File: src/rtl/qed_pkg.sv
// Shared types, RISC-V field positions and the duplicate-register remap function
// used by the SQED instruction-side sequencer.
package qed_pkg;

    typedef enum logic [1:0] {
        ST_ORIG  = 2'd0,
        ST_DUP   = 2'd1,
        ST_DRAIN = 2'd2,
        ST_CHECK = 2'd3
    } qed_state_t;

    localparam logic [6:0] OPC_OP    = 7'b0110011;
    localparam logic [6:0] OPC_OPIMM = 7'b0010011;
    localparam logic [6:0] OPC_LOAD  = 7'b0000011;
    localparam logic [6:0] OPC_STORE = 7'b0100011;
    localparam logic [6:0] OPC_LUI   = 7'b0110111;

    localparam int RD_LSB    = 7;
    localparam int RS1_LSB   = 15;
    localparam int RS2_LSB   = 20;
    localparam int REG_W     = 5;
    localparam int DUP_BIT   = 4;

    // Move a nonzero register field into the x16-x31 half; x0 stays x0.
    function automatic logic [31:0] qed_remap(input logic [31:0] inst);
        logic [31:0] r;
        logic        rd_en;
        logic        rs1_en;
        logic        rs2_en;
        r      = inst;
        rd_en  = 1'b0;
        rs1_en = 1'b0;
        rs2_en = 1'b0;
        case (inst[6:0])
            OPC_OP:              begin rd_en = 1'b1; rs1_en = 1'b1; rs2_en = 1'b1; end
            OPC_OPIMM, OPC_LOAD: begin rd_en = 1'b1; rs1_en = 1'b1; end
            OPC_STORE:           begin rs1_en = 1'b1; rs2_en = 1'b1; end
            OPC_LUI:             rd_en = 1'b1;
            default:             ;
        endcase
        if (rd_en && (inst[RD_LSB +: REG_W] != '0))   r[RD_LSB + DUP_BIT]  = 1'b1;
        if (rs1_en && (inst[RS1_LSB +: REG_W] != '0)) r[RS1_LSB + DUP_BIT] = 1'b1;
        if (rs2_en && (inst[RS2_LSB +: REG_W] != '0)) r[RS2_LSB + DUP_BIT] = 1'b1;
        return r;
    endfunction

endpackage

File: src/rtl/qed_dup_sequencer_if.sv
// Fetch-side handshake bundle: instruction memory in, core fetch port out.
interface qed_dup_sequencer_if;
    logic        imem_valid;
    logic [31:0] imem_rdata;
    logic        imem_ready;
    logic        out_valid;
    logic        out_ready;
    logic [31:0] out_inst;
    logic        out_is_dup;

    modport master (
        input  imem_valid, imem_rdata, out_ready,
        output imem_ready, out_valid, out_inst, out_is_dup
    );

    modport slave (
        output imem_valid, imem_rdata, out_ready,
        input  imem_ready, out_valid, out_inst, out_is_dup
    );
endinterface

File: src/rtl/qed_inst_fifo.sv
// Circular cache of original instructions awaiting replay as duplicates.
module qed_inst_fifo #(
    parameter int DEPTH = 16,
    parameter int AW    = $clog2(DEPTH)
) (
    input  logic          clk,
    input  logic          resetn,
    input  logic          clear,
    input  logic          push,
    input  logic          pop,
    input  logic [31:0]   wdata,
    output logic [31:0]   rdata,
    output logic          full,
    output logic          empty,
    output logic [AW:0]   count
);
    localparam logic [AW:0] FULL_CNT = (AW+1)'(DEPTH);

    logic [31:0]   mem [DEPTH];
    logic [AW-1:0] head;
    logic [AW-1:0] tail;

    assign full  = (count == FULL_CNT);
    assign empty = (count == '0);
    assign rdata = mem[head];

    always_ff @(posedge clk) begin
        if (push) mem[tail] <= wdata;
    end

    always_ff @(posedge clk or negedge resetn) begin
        if (!resetn) begin
            head  <= '0;
            tail  <= '0;
            count <= '0;
        end else if (clear) begin
            head  <= '0;
            tail  <= '0;
            count <= '0;
        end else if (push) begin
            tail  <= tail + 1'b1;
            count <= count + 1'b1;
        end else if (pop) begin
            head  <= head + 1'b1;
            count <= count - 1'b1;
        end
    end
endmodule

File: src/rtl/qed_dup_sequencer.sv
// SQED instruction-side engine: pass originals through, replay remapped duplicates,
// wait for them to retire, then strobe the checker.
//   state    | meaning
//   ST_ORIG  | pass-through of originals, caching each one
//   ST_DUP   | replay cached instructions with remapped registers
//   ST_DRAIN | wait for every issued instruction to retire
//   ST_CHECK | one-cycle wait_till_commit strobe, cache reset
module qed_dup_sequencer
    import qed_pkg::*;
#(
    parameter int DEPTH = 16,
    parameter int AW    = $clog2(DEPTH)
) (
    input  logic                  clk,
    input  logic                  resetn,
    input  logic                  exec_dup,
    input  logic                  commit,
    qed_dup_sequencer_if.master   bus,
    output logic                  wait_till_commit,
    output logic                  wait_till_commit_reg,
    output logic                  chk_en,
    output logic [AW:0]           num_orig_insts,
    output logic [AW:0]           num_dup_insts
);
    localparam logic [AW:0] FULL_CNT = (AW+1)'(DEPTH);
    localparam logic [AW:0] ONE_CNT  = (AW+1)'(1);

    qed_state_t    state;
    qed_state_t    state_nxt;
    logic          full;
    logic          empty;
    logic [AW:0]   count;
    logic [AW:0]   cnt_after;
    logic [31:0]   head_data;
    logic          xfer;
    logic          push;
    logic          pop;
    logic [AW+1:0] outstanding;
    logic [AW+1:0] outstanding_nxt;

    assign xfer      = bus.out_valid & bus.out_ready;
    assign push      = (state == ST_ORIG) & xfer;
    assign pop       = (state == ST_DUP) & xfer;
    assign cnt_after = count + {{AW{1'b0}}, push};
    assign chk_en    = wait_till_commit_reg;

    qed_inst_fifo #(.DEPTH(DEPTH), .AW(AW)) u_fifo (
        .clk    (clk),
        .resetn (resetn),
        .clear  (state == ST_CHECK),
        .push   (push),
        .pop    (pop),
        .wdata  (bus.imem_rdata),
        .rdata  (head_data),
        .full   (full),
        .empty  (empty),
        .count  (count)
    );

    always_ff @(posedge clk or negedge resetn) begin
        if (!resetn) state <= ST_ORIG;
        else         state <= state_nxt;
    end

    // DRAIN looks at the post-commit value so the strobe follows the last retire by one cycle.
    always_comb begin
        outstanding_nxt = outstanding;
        if (xfer && !commit)                             outstanding_nxt = outstanding + 1'b1;
        else if (!xfer && commit && (outstanding != '0)) outstanding_nxt = outstanding - 1'b1;
    end

    always_comb begin
        state_nxt = state;
        case (state)
            ST_ORIG:  if ((exec_dup || (cnt_after == FULL_CNT)) && (cnt_after != '0)) state_nxt = ST_DUP;
            ST_DUP:   if (pop && (count == ONE_CNT)) state_nxt = ST_DRAIN;
            ST_DRAIN: if (outstanding_nxt == '0) state_nxt = ST_CHECK;
            ST_CHECK: state_nxt = ST_ORIG;
            default:  state_nxt = ST_ORIG;
        endcase
    end

    always_comb begin
        bus.imem_ready   = 1'b0;
        bus.out_valid    = 1'b0;
        bus.out_inst     = '0;
        bus.out_is_dup   = 1'b0;
        wait_till_commit = 1'b0;
        case (state)
            ST_ORIG: begin
                bus.out_valid  = bus.imem_valid & ~full;
                bus.imem_ready = bus.out_ready & ~full;
                bus.out_inst   = bus.imem_rdata;
            end
            ST_DUP: begin
                bus.out_valid  = ~empty;
                bus.out_is_dup = 1'b1;
                bus.out_inst   = qed_remap(head_data);
            end
            ST_CHECK: wait_till_commit = 1'b1;
            default:  ;
        endcase
    end

    // Round counters stay visible while chk_en is high and clear at the end of that cycle.
    always_ff @(posedge clk or negedge resetn) begin
        if (!resetn) begin
            outstanding          <= '0;
            wait_till_commit_reg <= 1'b0;
            num_orig_insts       <= '0;
            num_dup_insts        <= '0;
        end else begin
            outstanding          <= outstanding_nxt;
            wait_till_commit_reg <= wait_till_commit;
            if (chk_en)    num_orig_insts <= {{AW{1'b0}}, push};
            else if (push) num_orig_insts <= num_orig_insts + 1'b1;
            if (chk_en)    num_dup_insts  <= '0;
            else if (pop)  num_dup_insts  <= num_dup_insts + 1'b1;
        end
    end
endmodule

File: src/flat_wrapper.sv
// flat-port wrapper written by rule: the top's interface ports become plain ports
module qed_dup_sequencer_flat import qed_pkg::*;
#(
    parameter int DEPTH = 16,
    parameter int AW    = $clog2(DEPTH)
)
  (clk, resetn, exec_dup, commit, wait_till_commit, wait_till_commit_reg, chk_en, num_orig_insts, num_dup_insts, bus_imem_valid, bus_imem_rdata, bus_out_ready, bus_imem_ready, bus_out_valid, bus_out_inst, bus_out_is_dup);
  qed_dup_sequencer_if bus_i ();
  input  logic clk;
  input  logic resetn;
  input  logic exec_dup;
  input  logic commit;
  output logic wait_till_commit;
  output logic wait_till_commit_reg;
  output logic chk_en;
  output logic [AW:0] num_orig_insts;
  output logic [AW:0] num_dup_insts;
  input wire logic [$bits(bus_i.imem_valid)-1:0] bus_imem_valid;
  input wire logic [$bits(bus_i.imem_rdata)-1:0] bus_imem_rdata;
  input wire logic [$bits(bus_i.out_ready)-1:0] bus_out_ready;
  output wire logic [$bits(bus_i.imem_ready)-1:0] bus_imem_ready;
  output wire logic [$bits(bus_i.out_valid)-1:0] bus_out_valid;
  output wire logic [$bits(bus_i.out_inst)-1:0] bus_out_inst;
  output wire logic [$bits(bus_i.out_is_dup)-1:0] bus_out_is_dup;
  assign bus_i.imem_valid = bus_imem_valid;
  assign bus_i.imem_rdata = bus_imem_rdata;
  assign bus_i.out_ready = bus_out_ready;
  assign bus_imem_ready = bus_i.imem_ready;
  assign bus_out_valid = bus_i.out_valid;
  assign bus_out_inst = bus_i.out_inst;
  assign bus_out_is_dup = bus_i.out_is_dup;
  qed_dup_sequencer #(.DEPTH(DEPTH), .AW(AW)) u_core (.clk(clk), .resetn(resetn), .exec_dup(exec_dup), .commit(commit), .bus(bus_i), .wait_till_commit(wait_till_commit), .wait_till_commit_reg(wait_till_commit_reg), .chk_en(chk_en), .num_orig_insts(num_orig_insts), .num_dup_insts(num_dup_insts));
endmodule
File: config.mk
export PLATFORM = sky130hd
export DESIGN_NAME = qed_dup_sequencer_flat
export DESIGN_NICKNAME = d
export VERILOG_FILES = /design/src/rtl/qed_pkg.sv /design/src/rtl/qed_dup_sequencer_if.sv /design/src/rtl/qed_inst_fifo.sv /design/src/rtl/qed_dup_sequencer.sv /design/src/flat_wrapper.sv
export SDC_FILE = /design/constraint.sdc
export NUM_CORES = 1
export LEC_CHECK = 0
export ABC_AREA = 1
export BUFFER_PORTS_ARGS = -buffer_cell sky130_fd_sc_hd__buf_2
export CAP_MARGIN = 5
export CORE_ASPECT_RATIO = 2
export CORE_MARGIN = 8
export CORE_UTILIZATION = 60
export DETAILED_ROUTE_END_ITERATION = 10
export GPL_ROUTABILITY_DRIVEN = 0
export GPL_TIMING_DRIVEN = 1
export PLACE_DENSITY = 0.78
export SETUP_SLACK_MARGIN = 0.05
export SLEW_MARGIN = 5
export SYNTH_ARGS = -nofsm -noshare
export SYNTH_HDL_FRONTEND = slang
export SYNTH_SLANG_ARGS = --single-unit
File: constraint.sdc
create_clock -name clk -period 9 [get_ports clk]
set_clock_uncertainty 0.05 [all_clocks]
set_input_delay 1.35 -clock clk [delete_from_list [all_inputs] [get_ports clk]]
set_output_delay 1.35 -clock clk [all_outputs]
set_load 0.01 [all_outputs]
==> results of run 1 <==
area by class of cell:
cell class | instances | share of cell area [%]
clock inverter | 21 | 0.896
clock buffer | 56 | 4.80
sequential | 544 | 65.5
multi-input combinational | 1068 | 22.9
timing repair buffer | 114 | 2.60
antenna | 1 | 0.0101
tap | 459 | 2.32
inverter | 61 | 0.946
layer usage:
metal  routed length, um  track usage, %  share of wire (%)  vias to the layer above
met3                4170            3.59                7.5                      185
met4                2860            14.5                5.1                        4
met1               19600            27.4                 35                     7503
met2               28800            43.7                 52                      823
met5                  23               0              0.041                        -
li1                    -               -                  -                     6659
state kept, by name, summed over array words and instances (netlist names):
register,cells
u_core.u_fifo.tail,4
u_core.outstanding,6
u_core.u_fifo.head,4
u_core.state,2
u_core.chk_en,1
u_core.u_fifo.mem,512
u_core.num_dup_insts,5
u_core.u_fifo.count,5
u_core.num_orig_insts,5
placed cells by master, fill, tap and decap left out, types with 9 or more instances in the layout:
cell,instances
edfxtp_1,512
nor2_1,312
o21ai_0,250
nand2_1,131
buf_2,85
nand3_1,61
o221ai_1,57
inv_1,52
o21ai_1,47
o211ai_1,47
clkbuf_16,45
buf_4,29
dfrtp_1,28
o22ai_1,26
a21oi_1,25
ha_1,21
nor2_4,18
a22o_1,10
a32o_1,9
clkbuf_1,9
path summary, 6_finish.rpt:
kind,start,to
min reg2reg,u_core.num_dup_insts[4],u_core.num_dup_insts[4]
min in group asynchronous,resetn,u_core.num_orig_insts[1]
max in group asynchronous,resetn,u_core.u_fifo.head[0]
min,u_core.num_dup_insts[4],u_core.num_dup_insts[4]
max reg2reg,u_core.state[0],u_core.u_fifo.mem[2][13]
max,u_core.u_fifo.head[0],bus_out_inst[11]
worst max-delay path: cells and delay by family (launching register included):
family	cells	cell delay, ns
compound gates	2	0.22
buf+inv	3	1.64
flops	1	0.64
simple gates	10	1.22
Yosys cell counts (3+ instances only):
master | instances | area share (%)
edfxtp_1 | 512 | 68
nor2_1 | 328 | 5.4
o21ai_0 | 250 | 5.5
nand2_1 | 131 | 2.2
nand3_1 | 61 | 1.4
o221ai_1 | 57 | 2.2
inv_1 | 52 | 0.86
o211ai_1 | 47 | 1.6
o21ai_1 | 47 | 1.0
buf_2 | 45 | 1.0
clkbuf_1 | 38 | 0.63
dfrtp_1 | 32 | 3.5
o22ai_1 | 26 | 0.72
a21oi_1 | 25 | 0.55
ha_1 | 22 | 1.2
buf_4 | 15 | 0.50
a22o_1 | 10 | 0.39
a32o_1 | 9 | 0.40
buf_6 | 9 | 0.45
nor3_1 | 8 | 0.18
buf_1 | 7 | 0.12
xor2_1 | 7 | 0.27
inv_2 | 6 | 0.10
nand2_2 | 5 | 0.14
nand4_1 | 5 | 0.14
a221oi_1 | 4 | 0.15
nand2_4 | 3 | 0.15
nand3_2 | 3 | 0.13
nor2_2 | 3 | 0.083
cells by family (layout without fill, tap and decap cells):
kind of cell,count (synthesis),after routing,share of synthesized area (%)
other,0,1,0
DFF,544,544,71.6
xor gates and xnor gates,8,8,0.310
buffers and inverters,179,252,3.89
AOI/OAI and AO/OA,483,483,12.8
adders and majority gates,22,22,1.22
and+or+nand+nor,555,555,10.2
through the flow:
stage	utilization, %	hold slack, ns	cells	power [uW]	instance area (um^2)
6_report	66.5	0.446	2324	7150	24700
5_1_grt	66.5	0.459	2324	7490	24700
4_1_cts	66.5	0.445	2323	7150	24700
3_5_place_dp	62.7	0.423	2246	5270	23300
3_3_place_gp	62.7	0.401	2246	5190	23300
2_1_floorplan	-	0.431	1791	4650	22600
power by group through the flow:
stage                     clock network [uW]  logic, uW  registers (uW)
final                                   1900       2290            2960
after global routing                    2000       2520            2970
after CTS                               1920       2270            2960
after detailed placement                   0       2250            3010
after global placement                     0       2180            3010
after floorplan                            0       1680            2970
==> run_results.csv, run 1 <==
group,metric,value,unit
floorplan,fp.dieH,291,um
status,status,"complete, no violations",
placed_design,dp_slack,3.94,ns
timing,slew_headroom,30.2,%
timing,drv_slew,0,
clocking,cts-root-buf,"clkbuf_16",
setup_path,slowest_stage,"buf_4",
global_route,grt_pass1_wl,84400,um
timing,setup_viol,0,
worst_hold_path,hold_class,"register to register",
detailed_routing,ant_nets,0,
clocking,cts.htree.levels,2,
power,switching_share,35.6,%
yosys,ys_warn_count,0,
setup_path,crit_chain,"buf_4, buf_4, nor2_1, nor2_1, o21ai_0, o211ai_1, nand3_1, nand2_1, nand2_1, nor2_2, nand3_1, nand2_1, nand2_1, nand2_1, buf_2",
setup_path,critPathRequiredTime,7.60,ns
detailed_routing,drt_iter0_drc,1569,
yosys,synth-edff-count,512,
timing,fin_ws,3.22,ns
clocking,ctsResizeCount,0,
flow_run,timing.max_cap.violations,0,
power,power-per-cell-area,289,nW/um^2
timing,hold_viol,0,
clocking,numClockSinks,544,
power,pwr-share-clk,26.6,%
placed_design,dpl.hpwl,30400,um
power,internal_power,4610,uW
floorplan,fp.coreArea,37200,um^2
floorplan,rows,100,
power,seqPwrFrac,41.4,%
floorplan,initial_core_util,60.8,%
power,combPwrFrac,32.0,%
final_layout,layout-drive-gt1-share,12.0,%
setup_path,ff2ff_setup_slack,5.03,ns
floorplan,ioPinCount,86,
yosys,synth-seq-cells,544,
timing,rsz0062_at_grt,"false",
yosys,ys_seq_area_share,71.6,%
worst_hold_path,min_path_cells,1,
clocking,holdBufCountCts,0,
setup_path,arrival,4.38,ns
yosys,synthFlopType,"edfxtp_1",
setup_path,reg2reg_depth,11,
global_route,grt_pass1_vias,15400,
yosys,async_reset_ff_share,5.88,%
global_route,grt_overflow,0,
timing,setup_tns,0,ns
setup_path,path_class,"register to primary output",
final_layout,layout.nets,1892,
final_layout,ff_latch_area,16200,um^2
setup_path,worst_path_most_repeated_cell,"nand2_1",
yosys,postSynthAreaPerCell,12.6,um^2
yosys,syn_nets,1851,
setup_path,critPathMaxFanout,92,
global_route,grt.total_usage,24.5,%
power,peakVddDrop,0.258,mV
clocking,cts.reportedPaths.clkPinSlew,0.08,ns
power,p_leak,0.00842,uW
timing,tightest_slew,1.05,ns
setup_path,start_kind,"register",
setup_path,worst_setup_path_end_kind,"primary output",
final_layout,multiInputGateArea,5670,um^2
detailed_routing,wl,55500,um
timing,timing.fmax,0.173,GHz
clocking,cts_tree,"done",
global_route,grt_antenna_before_repair,4,
clocking,clkLatencyLatePin,0.56,ns
final_layout,nFillCells,2525,
floorplan,die_width,153,um
detailed_routing,routed_via_density,6.53,
yosys,synth_cell_types,46,
power,p_sw,2540,uW
timing,fin_crit,5.78,ns
clocking,clock_path_buffers,3,
detailed_routing,drc,0,
yosys,synth_area,22600,um^2
yosys,synthCells,1791,
placed_design,portBuffers,85,
timing,period_share,64.3,%
global_route,grt_max_degree,93,
detailed_routing,vias,15200,
floorplan,dieArea,44500,um^2
final_layout,area_growth,9.36,%
setup_path,crit_path_max_incr_delay,0.81,ns
detailed_routing,routedWlPerCell,23.9,um
clocking,cts_buffers,43,
detailed_routing,first_pass_iters,6,
clocking,postCtsSetupBuffers,0,
Note: power is estimated with default switching activity, not from simulation.
==> run 2, diff against run 1 <==
--- a/config.mk
+++ b/config.mk
@@ -5,7 +5,7 @@
 export SDC_FILE = /design/constraint.sdc
 export NUM_CORES = 1
 export LEC_CHECK = 0
-export ABC_AREA = 1
+export ABC_AREA = 0
 export BUFFER_PORTS_ARGS = -buffer_cell sky130_fd_sc_hd__buf_2
 export CAP_MARGIN = 5
 export CORE_ASPECT_RATIO = 2
==> constraint.sdc (replaced) <==
create_clock -name clk -period 5.6 [get_ports clk]
set_clock_uncertainty 0.05 [all_clocks]
set_input_delay 0.84 -clock clk [delete_from_list [all_inputs] [get_ports clk]]
set_output_delay 0.84 -clock clk [all_outputs]
set_load 0.01 [all_outputs]
==> run_results.csv, run 2 <==
group,metric,value,unit
final_layout,ff_latch_area,16200,um^2
power,p_sw,2820,uW
setup_path,crit_chain,"mux4_1, mux4_2, or4b_1, or2_0, o21ai_1, buf_2",
yosys,netlist_top_cells_area,"edfxtp_1 70%, mux4_2 16%, dfrtp_1 3.7%, ha_1 1.3%, a22o_1 1.1%",
clocking,cts-root-buf,"clkbuf_16",
power,peakVddDrop,0.509,mV
final_layout,area_growth,12.0,%
status,status,"complete, no violations",
final_layout,layout.nets,1194,
final_layout,top_regs,"u_core.u_fifo.mem x512, u_core.outstanding x6",
timing,drv_slew,0,
clocking,ctsResizeCount,0,
timing,tightest_slew,0.989,ns
setup_path,start_kind,"register",
timing,hold_viol,0,
detailed_routing,wl,50700,um
yosys,synth_area,21900,um^2
yosys,ys_warn_count,0,
final_layout,post-route-util,67.7,%
placed_design,dpl.hpwl,28000,um
power,seqPwrFrac,45.8,%
clocking,holdBufCountCts,0,
clocking,clkLatencyLatePin,0.56,ns
global_route,grt_pass1_wl,73700,um
timing,period_share,86.9,%
clocking,clock_path_buffers,3,
detailed_routing,vias,11000,
detailed_routing,routed_via_density,6.76,
clocking,cts_tree,"done",
yosys,synth-edff-count,512,
power,switching_share,27.0,%
final_layout,layout-drive-gt1-share,31.4,%
floorplan,dieArea,43200,um^2
timing,fin_crit,4.87,ns
floorplan,ioPinCount,86,
setup_path,arrival,3.98,ns
detailed_routing,first_pass_iters,5,
global_route,grt_max_degree,67,
clocking,cts_buffers,45,
yosys,synth_commonest_cells,"512 x edfxtp_1, 151 x mux4_2, 32 x dfrtp_1",
detailed_routing,met3_length,3760,um
detailed_routing,met2WireLength,27200,um
flow_run,timing.max_cap.violations,0,
placed_design,dp_cells,1541,
detailed_routing,drc,0,
worst_hold_path,hold_class,"input port to asynchronous set/reset pin",
power,power-per-cell-area,426,nW/um^2
final_layout,largest_register_ffs,512,
clocking,postCtsSetupBuffers,0,
floorplan,initial_core_util,60.4,%
clocking,cts.reportedPaths.clkPinSlew,0.07,ns
yosys,synth_cell_types,59,
setup_path,path_class,"register to primary output",
setup_path,crit_buf_inv,1,
setup_path,critPathRequiredTime,4.71,ns
yosys,synth_top_cell_area_share,70.3,%
final_layout,nFillCells,2199,
detailed_routing,dr.max_layer_used,"met4",
global_route,grt_pass1_vias,11500,
timing,setup_tns,0,ns
timing,timing.fmax,0.206,GHz
global_route,grt.total_usage,23.9,%
global_route,grt_overflow,0,
timing,hold_slack,0.305,ns
yosys,synthCells,1024,
detailed_routing,wl_met1,17800,um
yosys,post-synth-top-count-cell,"edfxtp_1",
placed_design,portBuffers,85,
final_layout,final_cell_mix,"512 x edfxtp_1, 151 x mux4_2, 85 x buf_2, 47 x clkbuf_16, 30 x nor2_1",
detailed_routing,drt_iter0_drc,1211,
final_layout,multiInputGateArea,5380,um^2
setup_path,worst_setup_path_end_kind,"primary output",
timing,rsz0062_at_grt,"false",
final_layout,fin_area,24500,um^2
yosys,synth-seq-cells,544,
global_route,grt_antenna_before_repair,2,
yosys,yosys.area.top_type,"edfxtp_1",
power,combPwrFrac,22.0,%
timing,slew_headroom,34.1,%
floorplan,fp.dieH,286,um
setup_path,critPathMaxFanout,38,
yosys,syn_nets,1084,
final_layout,final_cells,1627,
timing,setup_viol,0,
power,internal_power,7620,uW
clocking,cts.htree.levels,2,
floorplan,rows,99,
detailed_routing,ant_nets,0,
placed_design,placed_area,22900,um^2
final_layout,top_register,"u_core.u_fifo.mem",
power,pwr-share-clk,32.2,%
final_layout,layout_commonest_cell,"edfxtp_1",
yosys,postSynthAreaPerCell,21.3,um^2
setup_path,crit_family,"multiplexers",
setup_path,slowest_stage,"dfrtp_4",
floorplan,fp.coreArea,36200,um^2
yosys,async_reset_ff_share,5.88,%
yosys,synthFlopType,"edfxtp_1",
clocking,numClockSinks,544,
setup_path,crit_path_max_incr_delay,0.94,ns
power,p_leak,0.00796,uW
floorplan,die_width,151,um
detailed_routing,routedWlPerCell,31.2,um
yosys,ys_seq_area_share,74.0,%
run 2: area by class of cell:
cell class	count	share of cell area, %
clock inverter	31	1.54
sequential	544	66.1
timing repair buffer	116	2.79
inverter	20	0.307
multi-input combinational	407	22.0
clock buffer	53	4.94
antenna	2	0.0204
tap	454	2.32
run 2: worst paths after layout:
check                                        startpoint                        to  slack [ns]  cells past startpoint
worst min-delay path                             resetn  u_core.num_orig_insts[4]        0.30                      1
min in group clk                u_core.num_dup_insts[4]   u_core.num_dup_insts[4]        0.50                      2
worst min register to register  u_core.num_dup_insts[4]   u_core.num_dup_insts[4]        0.50                      2
worst max-delay path              u_core.u_fifo.head[0]          bus_out_inst[24]        0.73                      6
max in group asynchronous                        resetn     u_core.u_fifo.head[1]        4.62                      1
worst max register to register   u_core.u_fifo.count[0]           u_core.state[1]        1.04                     14
run 2: worst reg2reg max path: cells and delay by family, from the launching register on:
kind	cells	cell delay, ns
flip-flops	1	0.46
adder cells (fa/ha/maj)	3	0.77
AO/OA/AOI/OAI	4	1.30
AND/OR/NAND/NOR	5	1.52
buffers and inverters	2	0.35
run 2: power groups by stage:
stage / registers [uW] / logic, uW / clock network [uW]
after detailed placement: 4860 / 2300 / 0
final: 4780 / 2300 / 3360
after global routing: 4800 / 2470 / 3520
after CTS: 4780 / 2330 / 3390
after floorplan: 4690 / 1780 / 0
after global placement: 4850 / 2230 / 0
run 2: routing by layer:
layer | vias to the layer above | GRT usage, %
met5 | - | 0
met4 | 0 | 10.6
met3 | 127 | 3.78
met2 | 604 | 41.2
met1 | 5741 | 29.2
li1 | 4523 | -
run 2: cells by family (layout without fill, tap and decap cells):
group | Yosys count | count (layout) | synth area share (%)
mux | 162 | 162 | 16.7
fa+ha+maj | 22 | 22 | 1.26
xor+xnor | 19 | 19 | 0.761
simple gates | 122 | 122 | 2.96
flops | 544 | 544 | 74.0
compound gates | 82 | 82 | 2.86
other cells | 0 | 2 | 0
buf+inv | 73 | 220 | 1.49
run 2: stage by stage:
stage / total power (uW) / setup WS (ns)
after global placement: 7070 / 1.31
after CTS: 10500 / 0.621
after floorplan: 6470 / 1.35
final: 10400 / 0.735
after global routing: 10800 / 0.511
after detailed placement: 7160 / 1.13
==> run 3, diff against run 2 <==
--- a/config.mk
+++ b/config.mk
@@ -10,11 +10,10 @@
 export CAP_MARGIN = 5
 export CORE_ASPECT_RATIO = 2
 export CORE_MARGIN = 8
-export CORE_UTILIZATION = 60
+export CORE_UTILIZATION = 30
 export DETAILED_ROUTE_END_ITERATION = 10
 export GPL_ROUTABILITY_DRIVEN = 0
 export GPL_TIMING_DRIVEN = 1
-export PLACE_DENSITY = 0.78
 export SETUP_SLACK_MARGIN = 0.05
 export SLEW_MARGIN = 5
 export SYNTH_ARGS = -nofsm -noshare
==> run_results.csv, run 3 (synthesis gave the netlist of run 2 again) <==
group,metric,value,unit
status,status,"complete, no violations",
final_layout,final_cells,2097,
setup_path,worst_setup_path_end_kind,"primary output",
global_route,grt_pass1_wl,79100,um
clocking,postCtsSetupBuffers,0,
detailed_routing,routedWlPerCell,25.9,um
clocking,cts_buffers,46,
final_layout,area_growth,14.6,%
final_layout,layout.nets,1201,
floorplan,dieArea,82300,um^2
final_layout,nFillCells,6763,
timing,fin_crit,5.02,ns
detailed_routing,routed_via_density,5.14,
floorplan,initial_core_util,30.1,%
final_layout,post-route-util,34.5,%
clocking,clkLatencyLatePin,0.58,ns
setup_path,critPathMaxFanout,49,
detailed_routing,vias,10800,
power,power-per-cell-area,416,nW/um^2
detailed_routing,drt_iter0_drc,1011,
power,peakVddDrop,0.243,mV
setup_path,critPathRequiredTime,4.71,ns
timing,hold_viol,0,
floorplan,ioPinCount,86,
clocking,clock_path_buffers,3,
setup_path,arrival,4.13,ns
clocking,cts_tree,"done",
detailed_routing,drc,0,
global_route,grt_pass1_vias,11300,
placed_design,dpl.hpwl,32400,um
detailed_routing,first_pass_iters,5,
detailed_routing,ant_nets,0,
timing,hold_slack,0.270,ns
flow_run,timing.max_cap.violations,0,
clocking,ctsResizeCount,0,
clocking,cts.reportedPaths.clkPinSlew,0.07,ns
global_route,grt_overflow,0,
timing,slew_headroom,30.9,%
timing,timing.fmax,0.199,GHz
final_layout,final_cell_mix,"512 x edfxtp_1, 151 x mux4_2, 85 x buf_2, 47 x clkbuf_16, 34 x buf_4",
worst_hold_path,hold_class,"input port to asynchronous set/reset pin",
setup_path,reg2reg_from,"u_core.u_fifo.count[0]",
power,p_leak,0.00795,uW
floorplan,fp.dieH,398,um
timing,setup_tns,0,ns
final_layout,largest_register_ffs,512,
detailed_routing,wl,54300,um
global_route,grt_max_degree,59,
clocking,cts-root-buf,"clkbuf_16",
final_layout,multiInputGateArea,5380,um^2
clocking,numClockSinks,544,
setup_path,worstReg2RegEnd,"u_core.state[1]",
placed_design,portBuffers,85,
timing,rsz0062_at_grt,"false",
setup_path,start_kind,"register",
setup_path,reg2reg_depth,14,
final_layout,ff_latch_area,16200,um^2
final_layout,layout-drive-gt1-share,31.1,%
setup_path,path_class,"register to primary output",
clocking,holdBufCountCts,0,
timing,drv_slew,0,
final_layout,layout_commonest_cell,"edfxtp_1",
global_route,grt_antenna_before_repair,4,
timing,setup_viol,0,
floorplan,die_width,207,um
global_route,grt.total_usage,13.2,%
clocking,cts.htree.levels,2,
final_layout,top_register,"u_core.u_fifo.mem",
floorplan,rows,140,
floorplan,fp.coreArea,72500,um^2
timing,tightest_slew,1.04,ns
placed_design,dp_cells,2016,
final_layout,top_regs,"u_core.u_fifo.mem x512, u_core.outstanding x6",
setup_path,ff2ff_setup_slack,1.01,ns
timing,period_share,89.7,%
run 3: cell types whose count changed in the layout (fill, tap and decap cells not counted), moves of 2 or more:
cell	previous run	this run
clkinvlp_4	6	3
bufinv_16	8	5
clkinv_1	5	8
inv_6	1	3
clkinv_2	10	4
buf_4	29	34
run 3: how the worst max path moves through the flow:
stage                                      start               end  slack, ns
after floorplan           u_core.u_fifo.count[0]   u_core.state[1]       1.35
after global placement    u_core.u_fifo.count[0]   u_core.state[1]       1.12
after detailed placement  u_core.u_fifo.count[0]   u_core.state[1]       1.07
after CTS                  u_core.u_fifo.head[0]  bus_out_inst[24]       0.46
after global routing       u_core.u_fifo.head[0]  bus_out_inst[24]       0.41
final                      u_core.u_fifo.head[0]  bus_out_inst[24]       0.58
run 3: power by group:
part | switching, uW | total (uW) | leakage [uW] | internal [uW]
clock | 1470 | 3250 | 0.000723 | 1780
sequential | 202 | 4740 | 0.00501 | 4540
combinational | 1260 | 2440 | 0.00222 | 1170
total | 2930 | 10400 | 0.00795 | 7490
run 3: cell type report:
cell class                      instances  share of cell area, %
Timing Repair Buffer                  122                   2.96
Inverter                               20                  0.300
Clock inverter                         25                   1.21
Multi-Input combinational cell        407                   21.5
Antenna cell                            3                 0.0300
Tap cell                              923                   4.61
Clock buffer                           53                   4.79
Sequential cell                       544                   64.6
run 3: worst max-delay path: stages (launching register included):
cell	delay, ns
dfrtp_4	0.70
buf_12	0.40
mux4_2	0.56
mux4_2	0.57
o41ai_1	0.72
buf_4	0.23
o21ai_1	0.11
buf_2	0.18
run 3: metrics by stage:
step	area [um^2]	setup slack (ns)	total power, uW
global placement	23500	1.12	7280
floorplan	21900	1.35	6470
CTS	25000	0.458	10600
finish	25000	0.577	10400
global route	25000	0.412	10800
detailed placement	23500	1.07	7310
run 3: layer usage:
layer	share of wire, %	GRT usage, %	vias to the layer above
met5	0.050	0	-
met4	3.6	5.12	4
met3	5.1	1.97	104
met2	52	23.5	327
met1	39	15.9	5811
li1	-	-	4532
